[src/rtl/keypad_scan_ctrl.sv]
// keypad_scan_ctrl
// Scan sequencer for a 4x4 matrix keypad. It walks a one-hot strobe across
// the columns and samples the synchronised row returns once per scan tick.
// A press is debounced before it is encoded into a 4-bit key code. The code
// is then offered downstream over a valid/ready handshake. The scan stays
// frozen on the pressed column until the release is debounced, so each
// physical press yields exactly one event.

module keypad_scan_ctrl #(
    parameter int SCAN_DIV   = 60000,   // clk cycles per scan tick, 2..65535
    parameter int DEBOUNCE_N = 3        // matching ticks to accept, 1..7
) (
    input  logic       clk,
    input  logic       reset,           // asynchronous, active-low
    input  logic [3:0] key_in,          // row returns
    output logic [3:0] key_out,         // one-hot column strobe
    output logic       key_valid,
    input  logic       key_ready,
    output logic [3:0] key_code,
    output logic       key_held,
    output logic       overrun
);

    typedef enum logic [1:0] {
        SCAN     = 2'd0,
        DEBOUNCE = 2'd1,
        PRESS    = 2'd2,
        RELEASE  = 2'd3
    } state_t;

    localparam logic [15:0] TICK_LAST = 16'(SCAN_DIV - 1);
    localparam logic [2:0]  DB_LAST   = 3'(DEBOUNCE_N);

    // ------------------------------------------------------------------
    // Helpers
    // ------------------------------------------------------------------

    // Bit position of a one-hot nibble. Callers only pass one-hot values.
    function automatic logic [1:0] onehot_idx(input logic [3:0] v);
        logic [1:0] idx;
        idx = 2'd0;
        if (v[1]) idx = 2'd1;
        if (v[2]) idx = 2'd2;
        if (v[3]) idx = 2'd3;
        return idx;
    endfunction

    // Map {row, col} of the pressed switch to the printed key value.
    // The letters X/Y/Z and the symbols + / - / Enter take codes 10..15.
    function automatic logic [3:0] encode_key(input logic [7:0] rc);
        logic [1:0] row_idx;
        logic [1:0] col_idx;
        logic [3:0] code;
        row_idx = onehot_idx(rc[7:4]);
        col_idx = onehot_idx(rc[3:0]);
        code    = 4'd0;
        case ({row_idx, col_idx})
            4'h0: code = 4'd1;
            4'h1: code = 4'd4;
            4'h2: code = 4'd7;
            4'h3: code = 4'd0;
            4'h4: code = 4'd2;
            4'h5: code = 4'd5;
            4'h6: code = 4'd8;
            4'h7: code = 4'd13;
            4'h8: code = 4'd3;
            4'h9: code = 4'd6;
            4'hA: code = 4'd9;
            4'hB: code = 4'd14;
            4'hC: code = 4'd10;
            4'hD: code = 4'd11;
            4'hE: code = 4'd12;
            4'hF: code = 4'd15;
            default: code = 4'd0;
        endcase
        return code;
    endfunction

    // ------------------------------------------------------------------
    // Registers and next-state signals
    // ------------------------------------------------------------------
    logic [15:0] tick_cnt_reg, tick_cnt_next;
    logic        tick;

    logic [3:0]  meta_reg;
    logic [3:0]  ks_reg;

    state_t      state_reg,     state_next;
    logic [3:0]  key_out_reg,   key_out_next;
    logic [7:0]  cand_reg,      cand_next;
    logic [2:0]  db_cnt_reg,    db_cnt_next;
    logic        key_valid_reg, key_valid_next;
    logic [3:0]  key_code_reg,  key_code_next;
    logic        key_held_reg,  key_held_next;
    logic        overrun_reg,   overrun_next;

    logic [7:0]  cand_now;
    logic        ks_one_hot;
    logic [3:0]  key_out_rot;
    logic [2:0]  db_cnt_inc;
    logic        db_done;

    // ------------------------------------------------------------------
    // Scan tick generator
    // ------------------------------------------------------------------

    // Tick fires on the last count of each SCAN_DIV-cycle period.
    always_comb begin
        tick          = (tick_cnt_reg == TICK_LAST);
        tick_cnt_next = tick ? 16'd0 : tick_cnt_reg + 16'd1;
    end

    // Free-running tick counter.
    always_ff @(posedge clk or negedge reset) begin
        if (!reset) begin
            tick_cnt_reg <= 16'd0;
        end else begin
            tick_cnt_reg <= tick_cnt_next;
        end
    end

    // ------------------------------------------------------------------
    // Row-return synchroniser
    // ------------------------------------------------------------------

    // Two-flop synchroniser on the asynchronous row returns.
    always_ff @(posedge clk or negedge reset) begin
        if (!reset) begin
            meta_reg <= 4'd0;
            ks_reg   <= 4'd0;
        end else begin
            meta_reg <= key_in;
            ks_reg   <= meta_reg;
        end
    end

    // ------------------------------------------------------------------
    // Decision helpers
    // ------------------------------------------------------------------

    // Candidate, one-hot test, strobe rotation and debounce count step.
    always_comb begin
        cand_now    = {ks_reg, key_out_reg};
        ks_one_hot  = (ks_reg != 4'd0) && ((ks_reg & (ks_reg - 4'd1)) == 4'd0);
        // A corrupted strobe re-enters the scan at column 0.
        if ((key_out_reg != 4'd0) &&
            ((key_out_reg & (key_out_reg - 4'd1)) == 4'd0)) begin
            key_out_rot = {key_out_reg[2:0], key_out_reg[3]};
        end else begin
            key_out_rot = 4'b0001;
        end
        db_cnt_inc  = db_cnt_reg + 3'd1;
        db_done     = (db_cnt_inc == DB_LAST);
    end

    // ------------------------------------------------------------------
    // Sequencer FSM
    // ------------------------------------------------------------------

    // Next-state and output logic; the handshake clear applies in every
    // state and a fresh press overrides it.
    always_comb begin
        state_next     = state_reg;
        key_out_next   = key_out_reg;
        cand_next      = cand_reg;
        db_cnt_next    = db_cnt_reg;
        key_code_next  = key_code_reg;
        key_held_next  = key_held_reg;
        overrun_next   = overrun_reg;
        key_valid_next = key_valid_reg & ~key_ready;

        case (state_reg)
            SCAN: begin
                if (tick) begin
                    if (ks_one_hot) begin
                        cand_next   = cand_now;
                        db_cnt_next = 3'd1;
                        state_next  = (DEBOUNCE_N == 1) ? PRESS : DEBOUNCE;
                    end else begin
                        key_out_next = key_out_rot;
                    end
                end
            end

            DEBOUNCE: begin
                if (tick) begin
                    if (cand_now == cand_reg) begin
                        db_cnt_next = db_cnt_inc;
                        if (db_done) begin
                            state_next = PRESS;
                        end
                    end else begin
                        db_cnt_next  = 3'd0;
                        key_out_next = key_out_rot;
                        state_next   = SCAN;
                    end
                end
            end

            PRESS: begin
                key_code_next  = encode_key(cand_reg);
                key_valid_next = 1'b1;
                key_held_next  = 1'b1;
                db_cnt_next    = 3'd0;
                // An unaccepted older event is being overwritten.
                if (key_valid_reg && !key_ready) begin
                    overrun_next = 1'b1;
                end
                state_next = RELEASE;
            end

            RELEASE: begin
                if (tick) begin
                    if (ks_reg == 4'd0) begin
                        if (db_done) begin
                            key_held_next = 1'b0;
                            db_cnt_next   = 3'd0;
                            key_out_next  = key_out_rot;
                            state_next    = SCAN;
                        end else begin
                            db_cnt_next = db_cnt_inc;
                        end
                    end else begin
                        db_cnt_next = 3'd0;
                    end
                end
            end

            default: begin
                state_next = SCAN;
            end
        endcase
    end

    // State register for the sequencer and its outputs.
    always_ff @(posedge clk or negedge reset) begin
        if (!reset) begin
            state_reg     <= SCAN;
            key_out_reg   <= 4'b0001;
            cand_reg      <= 8'd0;
            db_cnt_reg    <= 3'd0;
            key_valid_reg <= 1'b0;
            key_code_reg  <= 4'd0;
            key_held_reg  <= 1'b0;
            overrun_reg   <= 1'b0;
        end else begin
            state_reg     <= state_next;
            key_out_reg   <= key_out_next;
            cand_reg      <= cand_next;
            db_cnt_reg    <= db_cnt_next;
            key_valid_reg <= key_valid_next;
            key_code_reg  <= key_code_next;
            key_held_reg  <= key_held_next;
            overrun_reg   <= overrun_next;
        end
    end

    assign key_out   = key_out_reg;
    assign key_valid = key_valid_reg;
    assign key_code  = key_code_reg;
    assign key_held  = key_held_reg;
    assign overrun   = overrun_reg;

endmodule

[config.mk]
export PLATFORM = sky130hd
export DESIGN_NAME = keypad_scan_ctrl
export DESIGN_NICKNAME = d
export VERILOG_FILES = /design/src/rtl/keypad_scan_ctrl.sv
export SDC_FILE = /design/constraint.sdc
export NUM_CORES = 1
export LEC_CHECK = 0
export CAP_MARGIN = 10
export CORE_AREA = 2 2 80 82
export CTS_CLUSTER_SIZE = 28
export DETAILED_ROUTE_END_ITERATION = 6
export DIE_AREA = 0 0 82 84
export GPL_TIMING_DRIVEN = 1
export PLACE_DENSITY_LB_ADDON = 0.05
export SLEW_MARGIN = 30
export SYNTH_ARGS = -nofsm -noshare
export SYNTH_HDL_FRONTEND = slang
export SYNTH_SLANG_ARGS = --single-unit
[constraint.sdc]
create_clock -name clk -period 5.88 [get_ports clk]
set_clock_uncertainty 0.1 [all_clocks]
set_input_delay 0.588 -clock clk [delete_from_list [all_inputs] [get_ports clk]]
set_output_delay 0.588 -clock clk [all_outputs]
set_load 0.03 [all_outputs]
# Yosys cells after proc, flatten, opt, wreduce, memory -nomap -nowiden

Memory sizes are Yosys's and may differ from the RTL's. A register that Yosys moved wholly into a read port is not among the register bits.
Cells that the tools add are included.
W data, S select, Z words.

Add/subtract/negate cells: 4
Eq/ne operators: 15
Mux-type cells: 40
Bitwise operators: 4
Reductions and logical operators: 19

Operators with widths:

| kind                    | count |
|---|---|
| $mux W4                 | 8 |
| $mux W2                 | 14 |
| $mux W3                 | 7 |
| $add A16 B1 Y16 const B | 1 |
| $eq A16 B16 Y1 const B  | 1 |
| $mux W16                | 1 |
| $ne A2 B2 Y1 const B    | 8 |
| $logic_not A4 Y1        | 3 |
| $pmux W3 S4             | 1 |
| $pmux W4 S3             | 1 |
| $and A4 B4 Y4           | 2 |
| $eq A8 B8 Y1            | 1 |
| $pmux W2 S4             | 1 |
| $reduce_and A4 Y1       | 2 |
| $reduce_and A8 Y1       | 1 |
| $reduce_bool A4 Y1      | 2 |
| $sub A4 B1 Y4 const B   | 2 |
| $reduce_and A7 Y1       | 1 |
| $mux W1                 | 6 |
| $eq A2 B2 Y1 const B    | 2 |
| $add A3 B1 Y3 const B   | 1 |
| $eq A3 B2 Y1 const B    | 1 |
| $logic_and A1 B1 Y1     | 3 |
| $ne A3 B3 Y1 const B    | 1 |
| other kinds (10)        | 11 |

Register bits after elaboration: 44
ROM bits: 64
Input bits: 7
Word-level logic and storage cells: 93
Memories: 1

Memory list:

| name            | words | bits a word | rd ports | clocked after memory_dff | wr ports | RTL line | RTL |
|---|---|---|---|---|---|---|---|
| (no name shown) | 16    | 4           | 1        | 1                        | 0        | 57       | `case ({row_idx, col_idx})` |

# Depth between registers and ports, before layout

Gate-level depths: netlist (run 1).

Depth after elaboration: 9
Depth in mapped cells: 6
Gate-level depth less buffers: 6

# Least setup slack after synthesis (run 1)

Ideal clock, no wire load.

Path kind: register to register
From: register db_cnt_reg[0]
To: register key_out_reg[1] (netlist: key_out[1])
Library setup time: 125 ps
Arrival time: 1911 ps
Data required time: 5655 ps
Setup slack: 3744 ps
Cell stages (with the launch flop): 7
Path buffers: 0
Clock period less this slack: 2136 ps
Cells stage by stage: dfrtp_1 -> ha_1 -> and2b_1 -> nor3b_1 -> a21o_2 -> and4_1 -> mux2_2

Word-level cells in the longest chain between the ends: 4

RTL lines:

| what                               | RTL line | RTL |
|---|---|---|
| from (decl)                        | 91       | `logic [2:0] db_cnt_reg, db_cnt_next;` |
| from (signal assigned)             | 250      | `db_cnt_reg <= db_cnt_next;` |
| $add A3 B1 Y3                      | 152      | `db_cnt_inc = db_cnt_reg + 3'd1;` |
| $eq A3 B2 Y1                       | 153      | `db_done = (db_cnt_inc == DB_LAST);` |
| $ne A2 B2 Y1 (no source line)      | -        |  |
| $reduce_and A8 Y1 (no source line) | -        |  |
| to (signal assigned)               | 248      | `key_out_reg <= key_out_next;` |
| to (decl)                          | 89       | `logic [3:0] key_out_reg, key_out_next;` |

No other way between the ends.
A chain may end at the register's enable or synchronous reset.

# Worst setup path after layout (run 1)

From: register tick_cnt_reg[12]
To: register key_out_reg[2] (netlist: key_out[2])

Word-level cells in the longest chain between the ends: 3
Elaborated cells on any way between the ends: 5

RTL lines:

| what                                   | RTL line | RTL |
|---|---|---|
| from (decl)                            | 82       | `logic [15:0] tick_cnt_reg, tick_cnt_next;` |
| from (signal assigned)                 | 118      | `tick_cnt_reg <= tick_cnt_next;` |
| $eq A16 B16 Y1 (*)                     | 109      | `tick = (tick_cnt_reg == TICK_LAST);` |
| $ne A2 B2 Y1 (no source line)          | -        |  |
| $reduce_and A8 Y1 (no source line) (*) | -        |  |

Every way passes the cells marked *; elsewhere a longest branch is shown, timed or not.

==> results of run 1 <==
-- routing by layer --
layer	routed length [um]	global-route usage	up-vias
met5	0	0	-
met4	25	0.03636	0
met2	2070	0.2284	26
met1	1951	0.1747	786
li1	-	-	778
met3	145	0.03571	2
-- worst max-delay path, cell delays in order, from the launching register on --
cell and delay, ns:
dfrtp_1 0.43, nor4b_2 0.31, nand4_2 0.20, nor3_4 0.58, and4_1 0.39, mux2_2 0.36
-- power by group --
group | internal, mW | total (mW) | leakage [nW] | switching (mW)
Clock | 0.0810 | 0.182 | 0.0410 | 0.101
Combinational | 0.00552 | 0.0141 | 0.523 | 0.00857
Sequential | 0.333 | 0.336 | 0.634 | 0.00312
Total | 0.419 | 0.532 | 1.20 | 0.113
-- area by class of cell --
class,instances,area [sq um]
Timing Repair Buffer,17,167.7
Sequential cell,48,1202
Tap cell,77,96.34
Inverter,8,30.03
Clock inverter,1,5.005
Fill cell,588,3433
Multi-Input combinational cell,149,1089
Clock buffer,6,72.57
-- logic make-up after synthesis --
kind of cell	Yosys count
buf+inv	13
mux	14
compound gates	35
flops	48
simple gates	72
xor+xnor	22
fa+ha+maj	6
-- through the flow --
| step | worst slack (ns) | power (mW) | cells |
|---|---|---|---|
| finish | 3.406 | 0.5319 | 306 |
| CTS | 3.379 | 0.5398 | 306 |
| global placement | 3.437 | 0.3564 | 299 |
| global route | 3.179 | 0.5608 | 306 |
| floorplan | 3.744 | 0.3454 | 210 |
| detailed placement | 3.401 | 0.3571 | 299 |
-- layout by cell type, fill, tap and decap left out, drive strengths merged, types with 6 or more instances in the layout --
master,Yosys,layout
dfrtp,47,47
clkbuf,5,6
mux2,13,13
clkdlybuf4s50,0,16
xor2,14,14
inv,8,8
a21oi,8,8
xnor2,8,8
o21ai,10,10
nor4b,6,6
nor2,13,13
nand2,19,19
ha,6,6
-- worst max-delay path by stage --
stage / startpoint / to / slack, ns / cells past startpoint
CTS: tick_cnt_reg[12] / key_out[2] / 3.38 / 5
global route: tick_cnt_reg[12] / key_out[2] / 3.18 / 5
global placement: tick_cnt_reg[12] / key_out[3] / 3.44 / 5
floorplan: db_cnt_reg[0] / key_out[1] / 3.74 / 6
finish: tick_cnt_reg[12] / key_out[2] / 3.41 / 5
detailed placement: tick_cnt_reg[12] / key_out[2] / 3.40 / 5
==> qor.csv, run 1 <==
stage;metric;value;unit
cts;clk_pin_slew_worst_paths;0.09;ns
sta;max_freq;404.2;MHz
route;ant_nets;0;
floorplanning;num_rows;29;
floorplanning;initial_core_util;0.3838;
run;cap_violations;0;
route;wire_per_inst;13.70;um
synthesis;ys_seq_area_frac;0.5139;
synthesis;synth_top_family_by_area;simple AND/OR/NAND/NOR gates;
cells_and_area;area_growth;13.80;%
sta;report.final.slew_viol_count;0;
cts;cts_max_level;2;
sta;whs;0.1940;ns
floorplanning;die_h;84;um
synthesis;synth_top_cell_by_area;dfrtp_1;
synthesis;ys_warn_count;0;
synthesis;async_reset_ff_frac;1.000;
synthesis;syn_nets;223;
placement;portBuffers;17;
cts;numCtsBuffers;5;
critical_path;required;5.96;ns
floorplanning;die_area;6888;sq um
sta;maxSlewHeadroom;0.5961;
cts;clk_latency;0.29;ns
sta;setup_viol;0;
synthesis;synth_seq_cells;48;
synthesis;synth-edff-count;0;
placement;dp_hpwl;3045;um
cells_and_area;largest_reg_flops;16;
route;drt-pass1-iter-count;5;
synthesis;synthFlopType;dfrtp_1;
cts;cts_resized;0;
route;num_vias;1592;
sta;worst_pin_slew;0.6039;ns
cts;cts_setup_buffers;0;
synthesis;synthesis.area;2340;sq um
grt;grt_first_pass_wirelength;7320;um
synthesis;synth_cell_type_count;52;
critical_path;r2r-start;tick_cnt_reg[12];
critical_path;rrSetupSlack;3.41;ns
route;wl;4192;um
grt;grt_max_degree;49;
grt;grt_usage;0.1372;
hold_path;hold_class;primary input to asynchronous set/reset pin;
cells_and_area;design_area;2663;sq um
critical_path;cp_max_fo;15;
cells_and_area;antenna_cells;0;
sta;rsz0062_at_grt;no;
cts;root_buffer;clkbuf_8;
sta;finalCritPeriodShare;0.4207;
grt;antenna_found_initial;0;
synthesis;synth_cells;210;
cells_and_area;nNetsFinal;242;
synthesis;synth_simple_gate_area_frac;0.1765;
grt;grt_overflow;0;
power;ir_drop;0.1079;mV
sta;hold_viol_final;0;
synthesis;synth.top_cells.by_count;47 x dfrtp_1, 19 x nand2_1, 14 x xor2_1;
synthesis;muxShareOfSynthArea;0.06845;
cells_and_area;layout-drive-gt1-share;0.1485;
synthesis;syn_avg_cell_area;11.14;sq um
placement;place_area;2585;sq um
cts;cts_buffer_depth;2;
run_status;status;completed;
route;vias_per_cell;5.203;
synthesis;ys_top_cells_by_area;dfrtp_1 50%, mux2_2 5.8%, xor2_1 5.2%;
cts;cts.sinks;48;
grt;grt_pass1_vias;1630;
critical_path;critical_path_class;flop to flop;
cts;cts_tree;done;
floorplanning;core-area;6096;sq um
cts;postCtsHoldBufs;0;
synthesis;synth_most_common_cell;dfrtp_1;
critical_path;reg2regPathDepth;5;
power;power_density;199.8;nW/um^2
critical_path;critPathLaunchType;flop;
route;drt-initial-drc-count;111;
synthesis;synth_fa_ha_area_frac;0.03209;
cells_and_area;post-route-util;0.4368;
sta;fin_crit;2.474;ns
power;p_leak;1.199;nW
sta;fin_setup_tns;0;ns
synthesis;synth_xor_area_frac;0.08235;
floorplanning;die_w;82;um
critical_path;r2r_end;key_out[2];
floorplanning;io_pins;18;
route;drc;0;
placement;routabilityCongestion;0.8631;
synthesis;synth_compound_area_frac;0.1059;
critical_path;end_kind;flop;
critical_path;arrival;2.56;ns
synthesis;yosysTopAreaCellShare;0.5027;
Power figures use the tool's default switching activity.
==> run 2: changes to the inputs <==
==> constraint.sdc (replaced) <==
create_clock -name clk -period 2.3 [get_ports clk]
set_clock_uncertainty 0.1 [all_clocks]
set_input_delay 0.23 -clock clk [delete_from_list [all_inputs] [get_ports clk]]
set_output_delay 0.23 -clock clk [all_outputs]
set_load 0.03 [all_outputs]
==> qor.csv, run 2 (same netlist as run 1, synthesis figures left out) <==
stage;metric;value;unit
cells_and_area;layout_common_cells;47 x dfrtp_1, 19 x nand2_1, 16 x clkdlybuf4s50_1;
floorplanning;die_h;84;um
sta;whs;0.2522;ns
power;power_density;541.6;nW/um^2
route;ant_nets;0;
cells_and_area;largest_reg_flops;16;
run_status;status;completed;
placement;routabilityCongestion;0.7910;
sta;fin_crit;2.207;ns
placement;portBuffers;17;
power;p_sw;308.0;uW
cells_and_area;area_growth;18.13;%
run;cap_violations;0;
route;wl;4460;um
cts;clk_pin_slew_worst_paths;0.08;ns
grt;grt_max_degree;49;
cells_and_area;final_common_cell;dfrtp_1;
sta;hold_viol_final;0;
route;drt-initial-drc-count;92;
critical_path;critical_path_class;flop to flop;
cts;clk_latency;0.30;ns
sta;finalCritPeriodShare;0.9598;
route;vias_per_cell;5.236;
sta;fin_ws;0.09251;ns
sta;worst_pin_slew;0.7057;ns
floorplanning;die_w;82;um
route;drt-pass1-iter-count;4;
cts;cts_max_level;2;
floorplanning;core-area;6096;sq um
critical_path;required;2.39;ns
floorplanning;initial_core_util;0.3838;
critical_path;cp_max_fo;4;
sta;max_freq;453.0;MHz
power;swShare;0.2058;
power;comb_power_share;0.026;
power;p_clk_frac;0.400;
cells_and_area;instances_no_fill;314;
placement;placedCellCount;305;
grt;grt_first_pass_wirelength;7893;um
floorplanning;io_pins;18;
grt;grt_usage;0.1478;
floorplanning;die_area;6888;sq um
cells_and_area;nNetsFinal;249;
grt;antenna_found_initial;0;
route;num_vias;1644;
cells_and_area;post-route-util;0.4534;
critical_path;critPathLaunchType;flop;
sta;maxSlewHeadroom;0.5284;
grt;grt_pass1_vias;1671;
route;wire_per_inst;14.20;um
critical_path;arrival;2.29;ns
cts;cts_setup_buffers;0;
critical_path;end_kind;flop;
cts;cts_buffer_depth;2;
placement;post-place-ws;0.1041;ns
cts;cts_tree;done;
cells_and_area;layout-drive-gt1-share;0.1814;
cts;cts.sinks;48;
cts;root_buffer;clkbuf_8;
sta;report.final.slew_viol_count;0;
grt;grt_overflow;0;
placement;dp_hpwl;3210;um
hold_path;hold_class;flop to flop;
power;p_int;1.189;mW
sta;setup_viol;0;
cells_and_area;antenna_cells;0;
route;drc;0;
power;power_frac_seq;0.574;
floorplanning;num_rows;29;
power;finalPower;1.497;mW
power;ir_drop;0.3308;mV
cts;numCtsBuffers;5;
power;p_leak;1.287;nW
[run 2: cell types whose count changed in the layout (fill, tap and decap cells not counted)]
cell           change
nor3b_2            +1
a2111oi_1          +1
and4_1             -1
o41ai_4            +1
a2111oi_0          -1
buf_2              +1
and4_2             +1
nor3b_1            -1
buf_4              +5
dlygate4sd3_1      +1
o41ai_2            -1
bufinv_16          +1
[run 2: power by group through the flow]
stage / clock (mW) / sequential [mW] / combinational (mW)
floorplan: 0 / 0.871 / 0.0115
global placement: 0 / 0.874 / 0.0383
detailed placement: 0 / 0.875 / 0.0393
CTS: 0.621 / 0.858 / 0.0408
global route: 0.665 / 0.860 / 0.0458
finish: 0.599 / 0.859 / 0.0396
[run 2: per-stage QoR]
stage                     TNS [ns]  area [sq um]
after floorplan                  0          2340
after global placement           0          2628
after detailed placement         0          2628
after CTS                        0          2745
after global routing      -0.01640          2764
final                            0          2764
[run 2: final cells by class]
type | count | area, sq um
clock buffers | 6 | 72.57
clock inverters | 2 | 35.03
fillers | 560 | 3332
inverters | 8 | 30.03
multi-input cells | 149 | 1107
flip-flops and latches | 48 | 1202
well taps | 77 | 96.34
repair buffers | 24 | 220.2
[run 2: path summary, 6_finish.rpt]
kind / startpoint / end / slack, ns / depth (start not counted)
max: tick_cnt_reg[12] / key_out[2] / 0.09 / 5
min: meta_reg[2] / ks_reg[2] / 0.25 / 0
max reg2reg: tick_cnt_reg[12] / key_out[2] / 0.09 / 5
min reg2reg: meta_reg[2] / ks_reg[2] / 0.25 / 0
max in group asynchronous: reset / cand_reg[1] / 1.25 / 3
min in group asynchronous: reset / key_code[2] / 0.45 / 3
[run 2: repair_timing]
item | 4_1_cts | 5_1_grt
setup endpoints to repair | 0 | 4
hold endpoints to repair | 47 | 0
resized for setup | 0 | 4
hold buffers | 1 | 0
[run 2: routing by layer]
| metal | wire (um) | global-route usage | vias up |
|---|---|---|---|
| met1 | 2034 | 0.1983 | 807 |
| met4 | 88 | 0.05606 | 0 |
| li1 | - | - | 794 |
| met5 | 0 | 0 | - |
| met2 | 2151 | 0.2284 | 34 |
| met3 | 185 | 0.03571 | 9 |
[run 2: worst max-delay path: stages (launching register included)]
cell and delay [ns]:
dfrtp_1 0.44, nor4b_2 0.33, nand4_2 0.23, nor3_4 0.31, and4_2 0.33, mux2_2 0.35
==> run 3: changes to the inputs <==
--- a/config.mk
+++ b/config.mk
@@ -6,10 +6,10 @@
 export NUM_CORES = 1
 export LEC_CHECK = 0
 export CAP_MARGIN = 10
-export CORE_AREA = 2 2 80 82
+export CORE_AREA = 3 3 73 92
 export CTS_CLUSTER_SIZE = 28
 export DETAILED_ROUTE_END_ITERATION = 6
-export DIE_AREA = 0 0 82 84
+export DIE_AREA = 0 0 76 95
 export GPL_TIMING_DRIVEN = 1
 export PLACE_DENSITY_LB_ADDON = 0.05
 export SLEW_MARGIN = 30
==> constraint.sdc (replaced) <==
create_clock -name clk -period 2.1 [get_ports clk]
set_clock_uncertainty 0.1 [all_clocks]
set_input_delay 0.21 -clock clk [delete_from_list [all_inputs] [get_ports clk]]
set_output_delay 0.21 -clock clk [all_outputs]
set_load 0.03 [all_outputs]
==> qor.csv, run 3 (same netlist as run 1, synthesis figures left out) <==
stage;metric;value;unit
route;drt-initial-drc-count;41;
cts;cts_buffer_depth;2;
route;wire_per_inst;13.83;um
hold_path;hold_class;primary input to flop;
sta;rsz0062_at_grt;yes;
sta;setup_viol;0;
cells_and_area;layout_common_cells;46 x dfrtp_1, 26 x buf_4, 19 x nand2_1;
placement;dp_hpwl;3501;um
route;num_vias;1710;
critical_path;cp_max_fo;6;
sta;finalCritPeriodShare;0.9728;
floorplanning;num_rows;31;
route;drt-pass1-iter-count;4;
floorplanning;core-area;5857;sq um
route;drc;0;
critical_path;rrSetupSlack;0.06;ns
power;power_density;568.4;nW/um^2
floorplanning;initial_core_util;0.3995;
run;cap_violations;0;
critical_path;required;2.19;ns
run_status;status;completed;
cts;root_buffer;clkbuf_8;
critical_path;end_kind;flop;
sta;worst_pin_slew;0.4776;ns
cells_and_area;nNetsFinal;270;
cts;clk_latency;0.30;ns
floorplanning;die_h;95;um
cts;clk_pin_slew_worst_paths;0.09;ns
cts;cts.sinks;48;
placement;routabilityCongestion;0.8930;
route;wl;4701;um
critical_path;crit_chain;xor2_1, nor4_2, buf_4, nand3_1, and4_4, mux2_4;
cells_and_area;final_common_cell;dfrtp_1;
cells_and_area;layout-drive-gt1-share;0.2636;
grt;grt_overflow;0;
critical_path;critical_path_class;flop to flop;
grt;grt_first_pass_wirelength;8121;um
critical_path;critPathMaxStageDelay;0.47;ns
cells_and_area;antenna_cells;0;
power;p_leak;1.373;nW
sta;report.final.slew_viol_count;0;
cells_and_area;instances_no_fill;340;
floorplanning;die_w;76;um
power;ir_drop;0.3474;mV
sta;hold_viol_final;0;
sta;maxSlewHeadroom;0.6786;
cells_and_area;post-route-util;0.5067;
cts;cts_tree;done;
grt;grt_pass1_vias;1768;
sta;max_freq;489.5;MHz
cts;cts_max_level;2;
floorplanning;die_area;7220;sq um
power;p_clk_frac;0.414;
critical_path;arrival;2.13;ns
grt;grt_usage;0.1415;
route;ant_nets;0;
power;comb_power_share;0.029;
route;vias_per_cell;5.029;
sta;fin_crit;2.043;ns
power;power_frac_seq;0.557;
cells_and_area;area_growth;26.85;%
power;swShare;0.2051;
power;p_int;1.341;mW
placement;placedCellCount;328;
cts;numCtsBuffers;5;
critical_path;slowest_stage;dfrtp_1;
placement;portBuffers;17;
floorplanning;io_pins;18;
power;p_sw;345.9;uW
grt;antenna_found_initial;0;
critical_path;critPathLaunchType;flop;
cells_and_area;largest_reg_flops;16;
grt;grt_max_degree;21;
-- run 3: worst paths after layout --
kind / cells after the start / end / from
setup reg to reg: 6 / key_out[1] / ks_reg[2]
hold / removal: 1 / meta_reg[3] / key_in[3]
setup / recovery: 6 / key_out[1] / ks_reg[2]
max in group asynchronous: 3 / key_out[0] / reset
hold reg to reg: 0 / ks_reg[3] / meta_reg[3]
min in group asynchronous: 2 / overrun / reset
-- run 3: stage by stage --
stage	setup slack (ns)	hold WS, ns	total power [mW]	cell area (sq um)	setup TNS [ns]
5_1_grt	-0.02982	0.2253	1.763	2968	-0.1998
6_report	0.05705	0.2468	1.687	2968	0
2_1_floorplan	0.07794	-0.1856	0.9671	2345	0
4_1_cts	-0.005541	0.2295	1.720	2920	-0.02750
3_5_place_dp	-0.01429	0.08006	1.005	2774	-0.07542
3_3_place_gp	0.02341	0.07193	1.002	2774	0
-- run 3: timing repair --
action	4_1_cts	5_1_grt
hold buffers	1	0
pin swaps	1	4
hold endpoints to repair	18	0
setup endpoints to repair	11	14
resized for setup	2	10
setup buffers	1	2
cloned	0	0
-- run 3: layer usage --
| metal | vias up | track usage | routed length, um |
|---|---|---|---|
| met3 | 2 | 0.02576 | 109 |
| met2 | 21 | 0.2781 | 2671 |
| li1 | 833 | - | - |
| met5 | - | 0 | 0 |
| met1 | 854 | 0.1501 | 1887 |
| met4 | 0 | 0.05438 | 31 |
-- run 3: area by class of cell --
cell class	instances	area (sq um)
clock buffer	6	82.58
clock inverter	2	38.79
fill	528	2889
inverter	8	30.03
multi-input combinational	149	1129
sequential	48	1204
tap	82	102.6
timing repair buffer	45	381.6
-- run 3: critical path: cells and delay by family, from the launching register on --
family | cells | cell delay, ns
and+or+nand+nor | 3 | 0.73
DFF | 1 | 0.47
muxes | 1 | 0.29
xor gates and xnor gates | 1 | 0.18
buffers and inverters | 1 | 0.16
-- run 3: power by group through the flow --
stage / logic [mW] / registers [mW] / clock network, mW
after global placement: 0.0451 / 0.957 / 0
after detailed placement: 0.0469 / 0.958 / 0
after floorplan: 0.0126 / 0.954 / 0
after CTS: 0.0497 / 0.940 / 0.731
final: 0.0493 / 0.940 / 0.698
after global routing: 0.0560 / 0.942 / 0.766
